$ cat config.mk
export PLATFORM = sky130hd
export DESIGN_NAME = fitness_writeback
export DESIGN_NICKNAME = d
export VERILOG_FILES = /design/src/rtl/fit_wb_pkg.sv /design/src/rtl/fit_top2_tracker.sv /design/src/rtl/fitness_writeback.sv
export SDC_FILE = /design/constraint.sdc
export NUM_CORES = 1
export LEC_CHECK = 0
export ABC_AREA = 1
export CAP_MARGIN = 25
export CELL_PAD_IN_SITES_DETAIL_PLACEMENT = 0
export CELL_PAD_IN_SITES_GLOBAL_PLACEMENT = 1
export CORE_MARGIN = 2
export CORE_UTILIZATION = 50
export DETAILED_ROUTE_END_ITERATION = 16
export PLACE_DENSITY_LB_ADDON = 0.1
export RECOVER_POWER = 25
export SYNTH_ARGS = -nofsm -noshare
export SYNTH_HDL_FRONTEND = slang
export SYNTH_HIERARCHICAL = 1
export SYNTH_SLANG_ARGS = --single-unit
$ cat constraint.sdc
create_clock -name clk_i -period 3.2 [get_ports clk_i]
set_clock_uncertainty 0.15 [all_clocks]
set_input_delay 0.96 -clock clk_i [delete_from_list [all_inputs] [get_ports clk_i]]
set_output_delay 0.96 -clock clk_i [all_outputs]
set_load 0.03 [all_outputs]
$ cat src/rtl/fit_wb_pkg.sv
// Shared constants and FSM state type for the fitness writeback block.
package fit_wb_pkg;
  localparam int FIT_W    = 10;
  localparam int POP_SIZE = 50;
  localparam int IDX_W    = 6;

  localparam logic [FIT_W-1:0] FIT_MAX = '1;

  typedef enum logic [1:0] {
    IDLE    = 2'd0,
    COLLECT = 2'd1,
    REPORT  = 2'd2
  } state_t;
endpackage

$ cat src/rtl/fit_top2_tracker.sv
// Tracks the two lowest energies of a generation and their indices.
// Ties keep the earlier index; the first word after i_clear always fills second.
module fit_top2_tracker #(
  parameter int FIT_W = fit_wb_pkg::FIT_W,
  parameter int IDX_W = fit_wb_pkg::IDX_W
) (
  input  logic             i_clk,
  input  logic             i_rst,
  input  logic             i_clear,
  input  logic             i_valid,
  input  logic [FIT_W-1:0] i_energy,
  input  logic [IDX_W-1:0] i_index,
  output logic [FIT_W-1:0] o_best_energy,
  output logic [IDX_W-1:0] o_best_idx,
  output logic [FIT_W-1:0] o_second_energy,
  output logic [IDX_W-1:0] o_second_idx
);
  import fit_wb_pkg::*;

  logic [FIT_W-1:0] r_best_energy;
  logic [IDX_W-1:0] r_best_idx;
  logic [FIT_W-1:0] r_second_energy;
  logic [IDX_W-1:0] r_second_idx;
  // Second slot is empty until a real word lands in it, so an all-ones word still counts.
  logic             r_sec_vld;

  always_ff @(posedge i_clk) begin
    if (i_rst) begin
      r_best_energy   <= '1;
      r_best_idx      <= '0;
      r_second_energy <= '1;
      r_second_idx    <= '0;
      r_sec_vld       <= 1'b0;
    end else if (i_clear) begin
      r_best_energy   <= i_valid ? i_energy : '1;
      r_best_idx      <= i_valid ? i_index : '0;
      r_second_energy <= '1;
      r_second_idx    <= '0;
      r_sec_vld       <= 1'b0;
    end else if (i_valid) begin
      if (i_energy < r_best_energy) begin
        r_second_energy <= r_best_energy;
        r_second_idx    <= r_best_idx;
        r_sec_vld       <= 1'b1;
        r_best_energy   <= i_energy;
        r_best_idx      <= i_index;
      end else if (!r_sec_vld || (i_energy < r_second_energy)) begin
        r_second_energy <= i_energy;
        r_second_idx    <= i_index;
        r_sec_vld       <= 1'b1;
      end
    end
  end

  assign o_best_energy   = r_best_energy;
  assign o_best_idx      = r_best_idx;
  assign o_second_energy = r_second_energy;
  assign o_second_idx    = r_second_idx;
endmodule

$ cat src/rtl/fitness_writeback.sv
// Stores one generation of energies, tracks the two best, and hands off to selection.
// Optional running energy sum output enabled by defining FIT_WB_SUM_EN.
module fitness_writeback #(
  parameter int FIT_W    = fit_wb_pkg::FIT_W,
  parameter int POP_SIZE = fit_wb_pkg::POP_SIZE,
  parameter int IDX_W    = fit_wb_pkg::IDX_W
) (
  input  logic             clk_i,
  input  logic             rst_i,
  input  logic             fit_valid_i,
  input  logic [FIT_W-1:0] fit_energy_i,
  input  logic             fit_buf_sel_i,
  input  logic             rd_en_i,
  input  logic [IDX_W-1:0] rd_addr_i,
  output logic [FIT_W-1:0] rd_data_o,
  output logic             rd_valid_o,
  output logic [FIT_W-1:0] best_energy_o,
  output logic [IDX_W-1:0] best_idx_o,
  output logic [FIT_W-1:0] second_energy_o,
  output logic [IDX_W-1:0] second_idx_o,
  output logic             gen_done_o,
  input  logic             sel_ack_i,
  output logic             buf_sel_o,
  output logic             busy_o,
  output logic             err_o
`ifdef FIT_WB_SUM_EN
  ,
  output logic [FIT_W+IDX_W-1:0] sum_energy_o
`endif
);
  import fit_wb_pkg::*;

  localparam int MEM_AW = (POP_SIZE > 1) ? $clog2(POP_SIZE) : 1;
  localparam int MEM_D  = 1 << MEM_AW;
  localparam logic [IDX_W-1:0] LAST_IDX = IDX_W'(POP_SIZE - 1);
  localparam logic [IDX_W:0]   POP_LIM  = (IDX_W + 1)'(POP_SIZE);

  state_t           r_state;
  state_t           w_state_next;
  logic [IDX_W-1:0] r_wr_cnt;
  logic             r_buf_sel;
  logic             r_err;
  logic             r_rd_valid;
  logic [FIT_W-1:0] r_rd_data;
  logic [FIT_W-1:0] r_mem [MEM_D];

  logic w_start;
  logic w_accept;
  logic w_tag_err;
  logic w_drop_err;
  logic w_addr_err;

  always_comb begin
    w_state_next = r_state;
    w_start      = 1'b0;
    w_accept     = 1'b0;
    w_tag_err    = 1'b0;
    w_drop_err   = 1'b0;
    case (r_state)
      IDLE: begin
        if (fit_valid_i) begin
          w_start      = 1'b1;
          w_accept     = 1'b1;
          w_state_next = (POP_SIZE == 1) ? REPORT : COLLECT;
        end
      end
      COLLECT: begin
        if (fit_valid_i) begin
          w_accept  = 1'b1;
          w_tag_err = (fit_buf_sel_i != r_buf_sel);
          if (r_wr_cnt == LAST_IDX) begin
            w_state_next = REPORT;
          end
        end
      end
      REPORT: begin
        // Words arriving here, including one coincident with the ack, are dropped.
        w_drop_err = fit_valid_i;
        if (sel_ack_i) begin
          w_state_next = IDLE;
        end
      end
      default: w_state_next = IDLE;
    endcase
  end

  assign w_addr_err = rd_en_i && ({1'b0, rd_addr_i} >= POP_LIM);

  always_ff @(posedge clk_i) begin
    if (rst_i) begin
      r_state   <= IDLE;
      r_wr_cnt  <= '0;
      r_buf_sel <= 1'b0;
      r_err     <= 1'b0;
    end else begin
      r_state <= w_state_next;
      if (w_start) begin
        r_buf_sel <= fit_buf_sel_i;
      end
      if (w_accept) begin
        r_wr_cnt <= (r_wr_cnt == LAST_IDX) ? '0 : r_wr_cnt + 1'b1;
      end
      if (w_tag_err || w_drop_err || w_addr_err) begin
        r_err <= 1'b1;
      end
    end
  end

  always_ff @(posedge clk_i) begin
    if (w_accept) begin
      r_mem[r_wr_cnt[MEM_AW-1:0]] <= fit_energy_i;
    end
  end

  // Registered read sees the pre-write contents on a same-address collision.
  always_ff @(posedge clk_i) begin
    if (rst_i) begin
      r_rd_valid <= 1'b0;
      r_rd_data  <= '0;
    end else begin
      r_rd_valid <= rd_en_i;
      if (rd_en_i) begin
        r_rd_data <= w_addr_err ? '0 : r_mem[rd_addr_i[MEM_AW-1:0]];
      end
    end
  end

  fit_top2_tracker #(
    .FIT_W(FIT_W),
    .IDX_W(IDX_W)
  ) u_tracker (
    .i_clk          (clk_i),
    .i_rst          (rst_i),
    .i_clear        (w_start),
    .i_valid        (w_accept),
    .i_energy       (fit_energy_i),
    .i_index        (r_wr_cnt),
    .o_best_energy  (best_energy_o),
    .o_best_idx     (best_idx_o),
    .o_second_energy(second_energy_o),
    .o_second_idx   (second_idx_o)
  );

`ifdef FIT_WB_SUM_EN
  logic [FIT_W+IDX_W-1:0] r_sum;

  always_ff @(posedge clk_i) begin
    if (rst_i) begin
      r_sum <= '0;
    end else if (w_start) begin
      r_sum <= {{IDX_W{1'b0}}, fit_energy_i};
    end else if (w_accept) begin
      r_sum <= r_sum + {{IDX_W{1'b0}}, fit_energy_i};
    end
  end

  assign sum_energy_o = r_sum;
`endif

  assign rd_data_o  = r_rd_data;
  assign rd_valid_o = r_rd_valid;
  assign gen_done_o = (r_state == REPORT);
  assign busy_o     = (r_state != IDLE);
  assign buf_sel_o  = r_buf_sel;
  assign err_o      = r_err;
endmodule

Word level (Yosys, flattened, before mapping)
Memory sizes are Yosys's and may differ from the RTL's.
Index checks and enable logic that the tools add are counted.
Widths: inputs -> output; s select.

storage, ports and cells
  memory bits (writable) = 640
  logic and storage cells = 68
  memories kept = 1
  output and inout port bits = 47
  bits of input ports = 22
  flip-flop bits (word level) = 54

operators by class
  add/subtract/negate cells = 1
  magnitude comparators = 3
  equal/unequal tests = 8
  multiplexer cells = 29
  reductions and logical operators = 15

memories
  name   words  bits a word  rd ports  clocked after Yosys merged registers in  write ports  line                     source
  r_mem  64     10           1         0                                        1            fitness_writeback.sv:45  logic [FIT_W-1:0] r_mem [MEM_D];

operators by type and width
  cell                 number
  $mux 10              7
  $mux 6               7
  $lt 10x10->1         2
  $mux 1               10
  $mux 2               4
  $reduce_bool 2->1    4
  $add 6x1->6 const B  1
  $eq 6x6->1 const B   1
  $ge 6x6->1 const B   1
  $ne 2x2->1 const B   3
  $pmux 2 s3           1
  $reduce_and 2->1     2
  $reduce_and 4->1     1
  $reduce_or 2->1      2
  $logic_or 1x1->1     3
  $eq 2x1->1 const B   1
  $eq 2x2->1 const B   1
  $logic_not 2->1      1
  $ne 2x1->1 const B   1
  $logic_and 1x1->1    1
  $logic_not 1->1      1
  $ne 1x1->1           1

Longest topological paths before layout
Gate-level depths: netlist of the first run.

  depth in word-level cells = 5
  gate-level depth with buffers = 15

By module
Netlist of the first run, hierarchy kept.

by module, submodules not included
  module             area an instance (sq um)  cells an instance  times used  sequential area each (sq um)
  fitness_writeback  27506.4                   2550               1           19638.8
  fit_top2_tracker   1994.4                    289                1           660.6

Least setup slack after synthesis of the first run
No wires, ideal clock.

  kind = in2reg
  from = input port fit_valid_i
  to = memory r_mem[15][0] (enable)
  setup slack = 377 ps
  cell stages on the path = 5
  path buffers = 1
  data arrival time = 2283 ps
  path through = inv_1 -> nor2_1 -> buf_1 -> nand3_1 -> nor3_1

on the way
  word-level cells in the longest chain between the ends = 4

RTL lines
  item                          line                                              source
  start: declaration            fitness_writeback.sv:10                           input logic fit_valid_i,
  $mux 1                        fitness_writeback.sv:61, fitness_writeback.sv:68
  $mux 1                        -
  named net w_accept            fitness_writeback.sv:48                           logic w_accept;
  $mux 1                        fitness_writeback.sv:110                          if (w_accept) begin
  $mux 1 (not written as such)  fitness_writeback.sv:111                          r_mem[r_wr_cnt[MEM_AW-1:0]] <= fit_energy_i;
  end: declaration              fitness_writeback.sv:45

The timed path passes the listed nets, and every way through them passes these cells.

Worst setup path in the final report of the first run
  from = register r_state[1]
  to = output port gen_done_o

on the way
  word-level cells in the longest chain between the ends = 1

RTL lines
  item                      line                      source
  start: declaration        fitness_writeback.sv:38   state_t r_state;
  start signal: assignment  fitness_writeback.sv:96   r_state <= w_state_next;
  $eq 2x2->1                fitness_writeback.sv:162  assign gen_done_o = (r_state == REPORT);
  end: declaration          fitness_writeback.sv:21   output logic gen_done_o,

No other way between the ends.

==> results.yml, run 1 <==
outcome:
  status: "finished, violations left"
  failed_checks: "max-capacitance violations, max-slew violations"
route:
  postRouteAntennaNets: 0
  drtIter0Drc: 2058
  firstDrtPassIters: 6
  wl_per_cell_um: 21.4
  wirelength_um: 81800
  drc: 0
  viasPerCell: 5.41
  dr_total_vias: 20686
floorplanning:
  die-area_um2: 61000
  rows: 89
  fp.dieW_um: 247
  core_um2: 58700
  ios: 69
  chipHeight_um: 247
  initial_core_util_pct: 50.3
yosys:
  synth_warnings: 6
  ys_types: 30
  synth_nets: 2881
  seq_area_frac_synth_pct: 68.8
  synthCells: 2839
  synth_area_um2: 29500
  syn_area_per_cell_um2: 10.4
  yosys_register_bits: 694
layout:
  stdcell_area_um2: 34000
  drive_gt1_share_pct: 8.81
  fillers: 5028
  area_delta_synth_final_pct: 15.4
  n_antenna_cell: 0
  nNetsFinal: 3035
critical_path:
  r2r_start: "u_tracker/o_best_energy[9]"
  worst_setup_path_start_kind: "flop"
  worstPathRequired_ns: 2.09
  crit_start: "r_state[1]"
  crit_type: "reg -> out"
  crit_fanout: 3
  critPathArrivalTime_ns: 1.95
  end_kind: "primary output"
sta:
  min_period_over_period_pct: 95.6
  hold_viol: 0
  rsz0062_at_grt: "no"
  period_minus_slack_ns: 3.06
  timing.fmax_mhz: 327
  worst_pin_slew_ns: 2.09
  setup_viol: 0
  slew_viol_final: 402
  slew_headroom_pct: -39.3
  finalSetupTns_ns: 0
grt:
  grt_pass1_vias: 19865
  grt_pass1_wl_um: 122000
  grt_max_degree: 108
  antenna_found_initial: 3
  gr-total-overflow: 0
  grt_usage_pct: 27.3
power_and_ir_drop:
  p_sw_mw: 4.66
  p_clk_share_pct: 41.0
  powerDensity_nw_per_um2: 582
  p_sw_share_pct: 23.5
  p_leak_nw: 13.6
  seq_power_share_pct: 50.7
  internal-power_mw: 15.2
  peakVddDrop_v: 0.000428
  p_comb_share_pct: 8.3
clocking:
  path_clk_slew_ns: 0.05
  tritoncts: "built"
  cts_resized: 0
  root_buffer: "clkbuf_16"
  worst_skew_pair.late_latency_ns: 0.61
  clockBufferDepth: 3
  cts_buffers: 75
  clock_sinks: 694
  postCtsSetupRepairBufs: 0
  cts_hold_buf: 0
  cts_max_level: 3
hold_path:
  hold_path.class: "reg -> reg"
  min-delay-start: "err_o"
flow_run:
  max-cap-violations: 7
placed_design:
  post_dp_cell_area_um2: 31800
  dp_hpwl_um: 51400
  gp_congestion: 0.847
  portBuffers: 68
[kinds of logic (layout without fill, tap and decap cells)]
group           Yosys count  after routing  share of synthesized area, %
flops                   694            694                          68.8
fa+ha+maj                20             20                         0.848
compound gates          154            154                          2.77
buf+inv                 385            598                          5.51
xor+xnor                  1              1                        0.0297
simple gates           1585           1585                          22.0
[routing by layer]
| metal | track usage [%] | share of wire, % | vias up |
|---|---|---|---|
| li1 | - | - | 9760 |
| met1 | 37.8 | 42 | 10065 |
| met2 | 44.9 | 48 | 749 |
| met3 | 3.91 | 7.3 | 112 |
| met4 | 7.69 | 2.1 | 0 |
| met5 | 0 | 0 | - |
[power by group through the flow]
stage / clock [mW] / combinational, mW / sequential, mW
after global routing: 8.62 / 1.79 / 10.1
after floorplan: 0 / 0.818 / 10.3
after detailed placement: 0 / 1.65 / 10.2
after global placement: 0 / 1.63 / 10.2
final: 8.13 / 1.64 / 10.0
after CTS: 8.27 / 1.66 / 10.0
[sequential cells by signal, indices dropped and copies added, names as in the netlist]
| signal | count |
|---|---|
| buf_sel_o | 1 |
| rd_data_o | 10 |
| err_o | 1 |
| rd_valid_o | 1 |
| u_tracker/o_second_energy | 10 |
| r_mem | 640 |
| u_tracker/r_sec_vld | 1 |
| r_wr_cnt | 6 |
| r_state | 2 |
| u_tracker/o_best_idx | 6 |
| u_tracker/o_second_idx | 6 |
| u_tracker/o_best_energy | 10 |
[critical path, cell delays in order (launching register included)]
cell	delay [ns]
dfxtp_1	0.37
inv_1	0.07
nor2_1	0.18
clkdlybuf4s50_1	0.71
[cell usage in the layout (no fill, tap or decap), types with 52 or more instances in the layout]
cell type / count
nand2_1: 973
nor2_1: 214
inv_1: 237
clkdlybuf4s50_1: 52
dfxtp_1: 54
edfxtp_1: 640
o21ai_0: 66
clkbuf_16: 77
buf_4: 116
nand3_1: 377
a21oi_1: 65
[final cells by class]
cell class / instances / area, um2 / share of cell area (%)
clock inverters: 39 / 289 / 0.849
clock buffers: 97 / 2010 / 5.91
multi-input cells: 1760 / 7590 / 22.3
well taps: 773 / 967 / 2.84
inverters: 242 / 917 / 2.69
flip-flops and latches: 694 / 20300 / 59.6
repair buffers: 220 / 1960 / 5.76
[metrics by stage]
stage / instances / hold slack [ns] / util [%] / power (mW) / worst slack [ns]
6_report: 3825 / 0.339 / 58.0 / 19.8 / 0.142
5_1_grt: 3825 / 0.352 / 58.0 / 20.5 / 0.0518
4_1_cts: 3825 / 0.336 / 58.1 / 20.0 / 0.121
3_5_place_dp: 3689 / 0.326 / 54.2 / 11.9 / 0.0288
3_3_place_gp: 3688 / 0.317 / 54.2 / 11.9 / 0.0394
2_1_floorplan: 2839 / 0.347 / - / 11.1 / 0.377
[final timing paths]
| check | endpoint | slack [ns] | depth (start not counted) |
|---|---|---|---|
| worst max-delay path | gen_done_o | 0.14 | 3 |
| worst min-delay path | err_o | 0.34 | 2 |
| worst max register to register | u_tracker/o_second_idx[3] | 0.94 | 11 |
| worst min register to register | err_o | 0.34 | 2 |
[cells in the mapped netlist (all sizes together)]
library cell | count | area share, %
nand3 | 379 | 6.5
clkinv | 2 | 0.025
a211oi | 2 | 0.051
a21o | 2 | 0.051
edfxtp | 640 | 65
dfxtp | 54 | 3.7
ha | 20 | 0.85
o211ai | 8 | 0.20
buf | 107 | 2.0
nor3 | 5 | 0.085
o21bai | 1 | 0.064
o21ai | 75 | 1.3
nand2 | 974 | 12
nor2 | 222 | 2.9
a21oi | 65 | 1.1
or2 | 5 | 0.11
o21a | 1 | 0.025
xor2 | 1 | 0.030
inv | 240 | 3.1
clkbuf | 36 | 0.47
Power figures use the tool's default switching activity.
==> run 2, diff against run 1 <==
Settings changed: CAP_MARGIN 25 to not set, CORE_UTILIZATION 50 to 53.
Clock period 3.2 ns to 3.6 ns, I/O delays scaled along.
==> results.yml, run 2 (synthesis gave the netlist of run 1 again) <==
layout:
  drive_gt1_share_pct: 8.19
  multi_input_area_um2: 7590
  final_cell_mix: "973 x nand2_1, 640 x edfxtp_1, 377 x nand3_1"
  fillers: 4594
  n_antenna_cell: 0
  utilization_pct: 61.3
  nNetsFinal: 3013
  layout.cells.most_common: "nand2_1"
  seqCellArea_um2: 20300
  area_delta_synth_final_pct: 14.5
  largest_reg_flops: 640
outcome:
  failed_checks: "max-capacitance violations, max-slew violations"
  status: "finished, violations left"
power_and_ir_drop:
  p_sw_share_pct: 23.5
  peakVddDrop_v: 0.000359
  p_leak_nw: 13.5
  seq_power_share_pct: 50.1
  powerDensity_nw_per_um2: 528
  p_clk_share_pct: 41.9
  p_comb_share_pct: 8.0
  p_total_mw: 17.8
  p_sw_mw: 4.18
  internal-power_mw: 13.6
placed_design:
  gp_congestion: 0.852
  dp_slack_ns: 0.216
  portBuffers: 68
  dp_hpwl_um: 49900
route:
  drc: 0
  firstDrtPassIters: 5
  drtIter0Drc: 2214
  dr_total_vias: 20716
  wl_per_cell_um: 21.5
  postRouteAntennaNets: 0
  viasPerCell: 5.48
  wirelength_um: 81300
sta:
  min_period_over_period_pct: 92.1
  slew_headroom_pct: -24.1
  fin_ws_ns: 0.283
  timing.fmax_mhz: 301
  worst_pin_slew_ns: 1.86
  slew_viol_final: 335
  period_minus_slack_ns: 3.32
  hold_ws_ns: 0.355
  setup_viol: 0
  hold_viol: 0
  finalSetupTns_ns: 0
  rsz0062_at_grt: "no"
clocking:
  root_buffer: "clkbuf_16"
  tritoncts: "built"
  cts_hold_buf: 0
  clock_sinks: 694
  cts_max_level: 3
  clockBufferDepth: 3
  worst_skew_pair.late_latency_ns: 0.61
  cts_resized: 0
  postCtsSetupRepairBufs: 0
  cts_buffers: 74
  path_clk_slew_ns: 0.06
critical_path:
  end_kind: "flop"
  critPathArrivalTime_ns: 3.51
  worstPathRequired_ns: 3.80
  crit_fanout: 32
  crit_type: "in -> reg"
  worst_setup_path_start_kind: "primary input"
  ff2ff_setup_slack_ns: 1.18
flow_run:
  max-cap-violations: 8
floorplanning:
  die-area_um2: 57600
  ios: 69
  core_um2: 55100
  chipHeight_um: 240
  rows: 86
  fp.dieW_um: 240
  initial_core_util_pct: 53.5
grt:
  grt_usage_pct: 28.8
  antenna_found_initial: 0
  grt_pass1_wl_um: 123000
  gr-total-overflow: 0
  grt_use_met2_pct: 46.4
  grt_max_degree: 98
  top_usage_layer: "met2"
  grt.met1_usage_pct: 40.8
  grt_pass1_vias: 20250
  grt_util_met3_pct: 4.24
hold_path:
  hold_path.class: "reg -> reg"
-- run 2: changes by cell type in the layout (fill, tap and decap cells not counted), sizes merged --
cell | before | now
buf | 140 | 126
clkbuf | 123 | 115
bufinv | 3 | 7
clkinv | 33 | 29
clkdlybuf4s50 | 52 | 54
dlygate4sd3 | 2 | 0
inv | 244 | 243
-- run 2: path summary, 6_finish.rpt --
check,from,endpoint,cells after the start
worst max register to register,r_wr_cnt[5],r_mem[44][9],3
worst min-delay path,u_tracker/o_best_energy[4],u_tracker/o_best_energy[4],2
worst max-delay path,fit_energy_i[1],r_mem[38][1],3
worst min register to register,u_tracker/o_best_energy[4],u_tracker/o_best_energy[4],2
-- run 2: cell type report --
type                    count  share of cell area [%]
flip-flops and latches    694                    60.1
multi-input cells        1760                    22.5
clock buffers              96                    5.82
well taps                 748                    2.77
clock inverters            38                    1.14
inverters                 242                    2.71
repair buffers            199                    5.01
-- run 2: metal layers --
layer | vias to the layer above | wire length [um]
met5 | - | 0
met3 | 124 | 6020
li1 | 9712 | -
met4 | 0 | 2180
met1 | 10063 | 35100
met2 | 817 | 38000
-- run 2: power by group through the flow --
stage	Clock [mW]	Sequential, mW	Combinational, mW
finish	7.47	8.93	1.43
global route	7.86	8.93	1.56
CTS	7.56	8.92	1.43
detailed placement	0	9.09	1.42
global placement	0	9.09	1.41
floorplan	0	9.16	0.727
-- run 2: critical path, cell delays in order --
cell and delay, ns:
clkbuf_1 0.53, clkbuf_1 1.29, buf_4 0.59
-- run 2: through the flow --
stage | cell area (um2) | cells
finish | 33800 | 3777
global route | 33800 | 3777
CTS | 33900 | 3777
detailed placement | 31500 | 3643
global placement | 31500 | 3643
floorplan | 29500 | 2839
